File: src/rtl/fetch_buffer_pkg.sv
// Shared types for the F2-to-decode fetch buffer: the fetch entry record,
// the default queue depth and a small count-clamping helper.
package fetch_buffer_pkg;

    typedef struct packed {
        logic        valid;
        logic [31:0] pc;
        logic [31:0] instr;
        logic        pre_b;
        logic [31:0] pre_pc;
    } fetch_data_t;

    localparam int FETCH_BUF_DEPTH = 8;

    typedef logic [$clog2(FETCH_BUF_DEPTH):0] fb_cnt_t;

    // Smaller of a requested transfer count and the number actually available.
    function automatic logic [1:0] clamp_cnt(input logic [1:0] req, input logic [1:0] lim);
        return (req > lim) ? lim : req;
    endfunction

endpackage

File: src/rtl/fetch_buffer_if.sv
// Fetch buffer handshake bundle: F2 entries in, decode entries out, consume
// count and occupancy. Master is the surrounding pipeline, slave the buffer.
interface fetch_buffer_if
    import fetch_buffer_pkg::*;
#(
    parameter int DEPTH = FETCH_BUF_DEPTH
);
    localparam int PTR_W = $clog2(DEPTH);

    fetch_data_t [1:0] in_data;
    logic              in_ready;
    fetch_data_t [1:0] out_data;
    logic [1:0]        out_cnt;
    logic [PTR_W:0]    count;

    modport master (
        output in_data,
        output out_cnt,
        input  in_ready,
        input  out_data,
        input  count
    );

    modport slave (
        input  in_data,
        input  out_cnt,
        output in_ready,
        output out_data,
        output count
    );

endinterface

File: src/rtl/fetch_buffer_ram.sv
// DEPTH x fetch_data_t register array with two write ports at consecutive
// addresses and two asynchronous read ports at consecutive addresses.
module fetch_buffer_ram
    import fetch_buffer_pkg::*;
#(
    parameter int DEPTH = FETCH_BUF_DEPTH,
    localparam int PTR_W = $clog2(DEPTH)
) (
    input  logic              clk,
    input  logic [PTR_W-1:0]  wr_addr,
    input  logic [1:0]        wr_en,
    input  fetch_data_t [1:0] wr_data,
    input  logic [PTR_W-1:0]  rd_addr,
    output fetch_data_t [1:0] rd_data
);
    logic [PTR_W-1:0] wr_addr_1;
    logic [PTR_W-1:0] rd_addr_1;
    fetch_data_t      mem_q [DEPTH];

    assign wr_addr_1 = wr_addr + PTR_W'(1);
    assign rd_addr_1 = rd_addr + PTR_W'(1);

    genvar gi;
    for (gi = 0; gi < DEPTH; gi++) begin : g_entry
        fetch_data_t entry_reg;

        // Contents are don't-care after reset, so the array carries no reset.
        always_ff @(posedge clk) begin
            if (wr_en[0] && wr_addr == PTR_W'(gi)) begin
                entry_reg <= wr_data[0];
            end else if (wr_en[1] && wr_addr_1 == PTR_W'(gi)) begin
                entry_reg <= wr_data[1];
            end
        end

        assign mem_q[gi] = entry_reg;
    end

    assign rd_data[0] = mem_q[rd_addr];
    assign rd_data[1] = mem_q[rd_addr_1];

endmodule

File: src/rtl/fetch_buffer.sv
// Dual-in/dual-out circular instruction queue between F2 and decode.
// Optional FETCH_BUF_BYPASS_EN forwards input straight to decode when empty.
module fetch_buffer
    import fetch_buffer_pkg::*;
#(
    parameter int DEPTH = FETCH_BUF_DEPTH
) (
    input  logic          clk,
    input  logic          reset,
    input  logic          flush,
    fetch_buffer_if.slave fb
);
    localparam int PTR_W = $clog2(DEPTH);
    localparam int CNT_W = PTR_W + 1;
    localparam logic [CNT_W-1:0] ROOM_LIMIT = CNT_W'(DEPTH - 2);

    logic [PTR_W-1:0]  rd_ptr_reg, rd_ptr_next;
    logic [PTR_W-1:0]  wr_ptr_reg, wr_ptr_next;
    logic [CNT_W-1:0]  count_reg, count_next;
    logic              in_ready;
    logic              bypass;
    logic [1:0]        n_acc, n_vis, n_out, n_skip, n_wr, n_rd;
    fetch_data_t [1:0] cmp;
    fetch_data_t [1:0] wr_data;
    fetch_data_t [1:0] rd_data;
    logic [1:0]        wr_en;

    // Room is judged on the registered count, before any same-cycle dequeue.
    assign in_ready = ~reset & (count_reg <= ROOM_LIMIT);

`ifdef FETCH_BUF_BYPASS_EN
    assign bypass = in_ready && (count_reg == '0);
`else
    assign bypass = 1'b0;
`endif

    always_comb begin
        cmp     = '0;
        n_acc   = 2'd0;
        n_vis   = 2'd0;
        n_out   = 2'd0;
        n_skip  = 2'd0;
        n_wr    = 2'd0;
        n_rd    = 2'd0;
        wr_data = '0;
        wr_en   = 2'b00;

        // Compact valid inputs into program order: cmp[0] oldest.
        cmp[0] = fb.in_data[1].valid ? fb.in_data[1] : fb.in_data[0];
        cmp[1] = fb.in_data[0];
        if (in_ready) begin
            n_acc = 2'(fb.in_data[1].valid) + 2'(fb.in_data[0].valid);
        end

        if (bypass) begin
            n_vis = n_acc;
        end else begin
            n_vis = (count_reg >= CNT_W'(2)) ? 2'd2 : count_reg[1:0];
        end
        n_out = clamp_cnt(fb.out_cnt, n_vis);

        // Forwarded entries consumed this cycle never touch storage.
        n_skip = bypass ? n_out : 2'd0;
        n_rd   = bypass ? 2'd0 : n_out;
        n_wr   = n_acc - n_skip;

        wr_data[0] = (n_skip == 2'd0) ? cmp[0] : cmp[1];
        wr_data[1] = cmp[1];
        wr_en[0]   = !flush && (n_wr != 2'd0);
        wr_en[1]   = !flush && (n_wr == 2'd2);

        wr_ptr_next = wr_ptr_reg + PTR_W'(n_wr);
        rd_ptr_next = rd_ptr_reg + PTR_W'(n_rd);
        count_next  = count_reg + CNT_W'(n_wr) - CNT_W'(n_rd);
    end

    always_ff @(posedge clk or posedge reset) begin
        if (reset) begin
            rd_ptr_reg <= '0;
            wr_ptr_reg <= '0;
            count_reg  <= '0;
        end else if (flush) begin
            rd_ptr_reg <= '0;
            wr_ptr_reg <= '0;
            count_reg  <= '0;
        end else begin
            rd_ptr_reg <= rd_ptr_next;
            wr_ptr_reg <= wr_ptr_next;
            count_reg  <= count_next;
        end
    end

    fetch_buffer_ram #(
        .DEPTH (DEPTH)
    ) u_ram (
        .clk     (clk),
        .wr_addr (wr_ptr_reg),
        .wr_en   (wr_en),
        .wr_data (wr_data),
        .rd_addr (rd_ptr_reg),
        .rd_data (rd_data)
    );

    // Output slot [1] shows the oldest visible entry, slot [0] the next one.
    genvar gi;
    for (gi = 0; gi < 2; gi++) begin : g_slot
        localparam int VI = 1 - gi;
        assign fb.out_data[gi] = (n_vis > 2'(VI)) ? (bypass ? cmp[VI] : rd_data[VI]) : '0;
    end

    assign fb.in_ready = in_ready;
    assign fb.count    = count_reg;

    out_cnt_legal: assert property (@(posedge clk) disable iff (reset) fb.out_cnt <= n_vis);

endmodule

File: src/flat_wrapper.sv
// flat-port wrapper written by rule: the top's interface ports become plain ports
module fetch_buffer_flat import fetch_buffer_pkg::*;
#(
    parameter int DEPTH = FETCH_BUF_DEPTH
)
  (clk, reset, flush, fb_in_data, fb_out_cnt, fb_in_ready, fb_out_data, fb_count);
  fetch_buffer_if #(.DEPTH(DEPTH)) fb_i ();
  input  logic clk;
  input  logic reset;
  input  logic flush;
  input wire logic [$bits(fb_i.in_data)-1:0] fb_in_data;
  input wire logic [$bits(fb_i.out_cnt)-1:0] fb_out_cnt;
  output wire logic [$bits(fb_i.in_ready)-1:0] fb_in_ready;
  output wire logic [$bits(fb_i.out_data)-1:0] fb_out_data;
  output wire logic [$bits(fb_i.count)-1:0] fb_count;
  assign fb_i.in_data = fb_in_data;
  assign fb_i.out_cnt = fb_out_cnt;
  assign fb_in_ready = fb_i.in_ready;
  assign fb_out_data = fb_i.out_data;
  assign fb_count = fb_i.count;
  fetch_buffer #(.DEPTH(DEPTH)) u_core (.clk(clk), .reset(reset), .flush(flush), .fb(fb_i));
endmodule
File: config.mk
export PLATFORM = sky130hd
export DESIGN_NAME = fetch_buffer_flat
export DESIGN_NICKNAME = d
export VERILOG_FILES = /design/src/rtl/fetch_buffer_pkg.sv /design/src/rtl/fetch_buffer_if.sv /design/src/rtl/fetch_buffer_ram.sv /design/src/rtl/fetch_buffer.sv /design/src/flat_wrapper.sv
export SDC_FILE = /design/constraint.sdc
export NUM_CORES = 2
export LEC_CHECK = 0
export ABC_CLOCK_PERIOD_IN_PS = 13150
export CORE_MARGIN = 2
export CORE_UTILIZATION = 51
export CTS_CLUSTER_SIZE = 10
export DETAILED_ROUTE_END_ITERATION = 12
export GPL_TIMING_DRIVEN = 0
export PLACE_DENSITY = 0.72
export SLEW_MARGIN = 40
export SYNTH_ARGS = -nofsm -noshare
export SYNTH_HDL_FRONTEND = slang
export SYNTH_SLANG_ARGS = --single-unit
File: constraint.sdc
create_clock -name clk -period 13.15 [get_ports clk]
set_clock_uncertainty 0.2 [all_clocks]
set_input_delay 2.63 -clock clk [delete_from_list [all_inputs] [get_ports clk]]
set_output_delay 2.63 -clock clk [all_outputs]
set_load 0.02 [all_outputs]
==> metrics.md <==
| Metric | Value |
|---|---|
| Total global routing overflow | `0` |
| Dpl cell area | `52950 um2` |
| CTS tree | `yes` |
| Vias per std cell | `roughly 7` |
| Num CTS Buffers | `92` |
| Post-synth top flop | `edfxtp_1` |
| Rows | `111` |
| Data required, critical path | `about 13 ns` |
| DRC errors left | `0` |
| Pwr Density | `200.7 nW/um2` |
| All-Layer GR Usage | `35.81%` |
| Root buffer cell | `clkbuf_16` |
| Most area-consuming cells after synthesis | `edfxtp_1, mux4_2, mux2_2` |
| Max FFs per register | `784` |
| Post-CTS resize count | `0` |
| Slew HR | `37.24%` |
| Sw Share | `39.34%` |
| Compound-Gate Fraction of Synth Area | `8.204%` |
| Clk slew on worst S/H paths | `0.05 ns` |
| Hold Path Class | `flip-flop to flip-flop` |
| # clock sinks | `~790` |
| Final WS setup | `5.310 ns` |
| Hold WS | `0.4797 ns` |
| WL/cell | `34.38 um` |
| Critical path arrival | `8.05 ns` |
| Initial antenna violation count | `41` |
| Yosys synthesis warning count | `0` |
| Pint | `6.765 mW` |
| Comb pwr share | `53.2%` |
| Startpoint types | `input pin` |
| Syn nets | `3470` |
| RSZ-0062 raised after global routing | `false` |
| Via count | `about 35000` |
| Largest net degree at the start of global routing | `15` |
| DP HPWL | `approximately 120 mm` |
| Final non-filler cell total | `between 4000 and 5000` |
| Outcome | `complete, no violations` |
| Seq pwr share | `a little over a quarter` |
| Drt initial violations | `5989` |
| First-pass GRT wire length | `241.1 mm` |
| Layout Nets | `~4000` |
| Max Buffers Root-to-Sink | `3` |
| Io pins | `402` |
| Register area share after synthesis | `50.84%` |
| Chip width | `~310 um` |
| Core Footprint | `91250 um2` |
| P&R area growth vs syn | `18.74%` |
| Max IR drop VDD | `0.1546 mV` |
| Critical Path Fanout Max | `10` |
| Die area | `between 90000 and 100000 um2` |
| Post-synth top area cell | `edfxtp_1` |
| Worst slew pin tran | `0.9404 ns` |
| Distinct cells, synth | `48` |
| Crit path capture type | `flip-flop` |
| Final min period | `7.840 ns` |
| Hold-fix buffers, CTS | `0` |
| Design area | `55570 um2` |
| Vias in the first global route | `roughly 34000` |
| Mux contribution to synthesized area | `32.69%` |
| # H-tree levels | `3` |
| Buffers inserted by post-CTS timing repair | `0` |
| XOR/XNOR Fraction of Synth Area | `less than 1%` |
| Port-buffer cells | `slightly above 300` |
| Gpl congestion | `~0.87` |
| CP Class | `input pin to flip-flop` |
| Tcrit/Tclk final | `59.62%` |
| Setup violators final | `0` |
| Max-cap violations | `0` |
| Drt first pass iters | `6` |
| Post-Place Cells | `just under 5000` |
| Leak | `approximately 19 nW` |
| Post-synth top area share | `50.30%` |
| Commonest cells after routing, fill and taps aside | `edfxtp_1, mux2_2, nand2_1` |
| WL final | `between 150 and 200 mm` |
| DRT antenna net count | `0` |
| Synthesized cell area | `about 47000 um2` |
| Net Sw Power | `4.387 mW` |
| Die height | `~300 um` |
| Largest family of logic cells by synthesized area | `multiplexers` |
| Adder-cell share of the synthesized area | `0.5988%` |
| Synthesized instance count | `3249` |
| Avg Cell Area, Syn | `14.41 um2` |
| Final hold viol count | `0` |
| Fillers | `6713` |
| Skew-Pair Late Insertion Delay | `0.65 ns` |
| Simple-gate area share of the yosys netlist | `3.812%` |
| Pre-CTS worst setup slack | `4.847 ns` |
| Fraction of registers with async set/reset | `between 1 and 1.5%` |
| Share of layout cells above drive strength 1 | `32.48%` |
| Max Clk Rate | `0.1276 GHz` |
| Post-synth EDFFs | `784` |
| Final setup TNS | `0 ns` |
| #FFs+latches synth | `794` |
| Clock share of power | `a little over a fifth` |
| Slew Viols, Final | `0` |
| Initial Util | `about half` |
| Commonest non-fill, non-tap cell in the layout | `edfxtp_1` |
==> metrics by stage <==
stage	utilization (%)	total power [mW]
3_5_place_dp	58.03	8.771
6_report	60.91	11.15
4_1_cts	60.81	11.05
5_1_grt	60.89	11.39
2_1_floorplan	-	6.320
3_3_place_gp	56.27	8.710
==> Yosys cell counts (8+ instances only) <==
cell      instances
mux2i_1         101
inv_1            19
buf_6             9
nand2_1         399
mux2_2          445
a22o_1          196
clkbuf_1        204
mux2_1           40
dfrtp_1          10
edfxtp_1        784
nor2b_1           8
mux4_2          392
ha_1             16
buf_4            14
buf_1            29
buf_2           121
nor2_1           17
o21ai_0         392
==> path summary, 6_finish.rpt <==
| path | start | cells after the start | slack, ns | endpoint |
|---|---|---|---|---|
| worst max-delay path | fb_in_data[195] | 14 | 5.31 | u_core.u_ram.g_entry[6].entry_reg[80] |
| worst min-delay path | u_core.rd_ptr_reg[0] | 2 | 0.48 | u_core.rd_ptr_reg[0] |
| worst max register to register | u_core.fb.count[3] | 12 | 9.52 | u_core.u_ram.g_entry[1].entry_reg[76] |
| worst min register to register | u_core.rd_ptr_reg[0] | 2 | 0.48 | u_core.rd_ptr_reg[0] |
| max in group asynchronous | reset | 2 | 10.29 | u_core.rd_ptr_reg[1] |
| min in group asynchronous | reset | 2 | 2.17 | u_core.fb.count[1] |
==> power by group through the flow <==
stage          logic (mW)  registers [mW]  clock network, mW
2_1_floorplan        3.37            2.95                  0
3_3_place_gp         5.74            2.97                  0
3_5_place_dp         5.82            2.95                  0
4_1_cts              5.85            2.90               2.31
5_1_grt              6.09            2.90               2.40
6_report             5.93            2.90               2.32
==> layer usage <==
| metal | wire [um] | up-vias | part of all wire [%] | global-route usage (%) |
|---|---|---|---|---|
| met5 | 202 | - | 0.12 | 0 |
| met3 | 25230 | 570 | 15 | 11.65 |
| met1 | 58940 | 17480 | 34 | 46.42 |
| met4 | 9812 | 32 | 5.7 | 19.46 |
| li1 | - | 13940 | - | - |
| met2 | 77260 | 3071 | 45 | 53.67 |
==> logic make-up (layout without fill, tap and decap cells) <==
logic type      after synthesis  after routing
compound gates              609            609
xor+xnor                      5              5
fa+ha+maj                    20             20
buf+inv                     397            926
flops                       794            794
mux                         978            978
other cells                   0             23
simple gates                446            446
==> worst max-delay path, cell delays in order <==
cell and delay (ns):
clkdlybuf4s50_1 0.55, buf_2 0.37, buf_2 0.37, buf_2 0.46
buf_2 0.47, inv_1 0.09, ha_1 0.64, o21ba_1 0.18
buf_4 0.21, nand4b_1 0.23, nor2_2 0.77, buf_4 0.41
buf_6 0.24, mux2_2 0.36
==> cell type report <==
class | instances | area (um2) | share of cell area (%)
plain buffers | 377 | 1720 | 3.096
clock inverters | 13 | 113.9 | 0.2049
repair buffers | 402 | 4494 | 8.087
clock buffers | 114 | 2427 | 4.368
diodes | 23 | 57.56 | 0.1036
well taps | 1186 | 1484 | 2.670
flip-flops and latches | 794 | 23790 | 42.81
multi-input cells | 2058 | 21410 | 38.52
inverters | 20 | 75.07 | 0.1351
No activity file was read; power rests on OpenSTA's default activity.
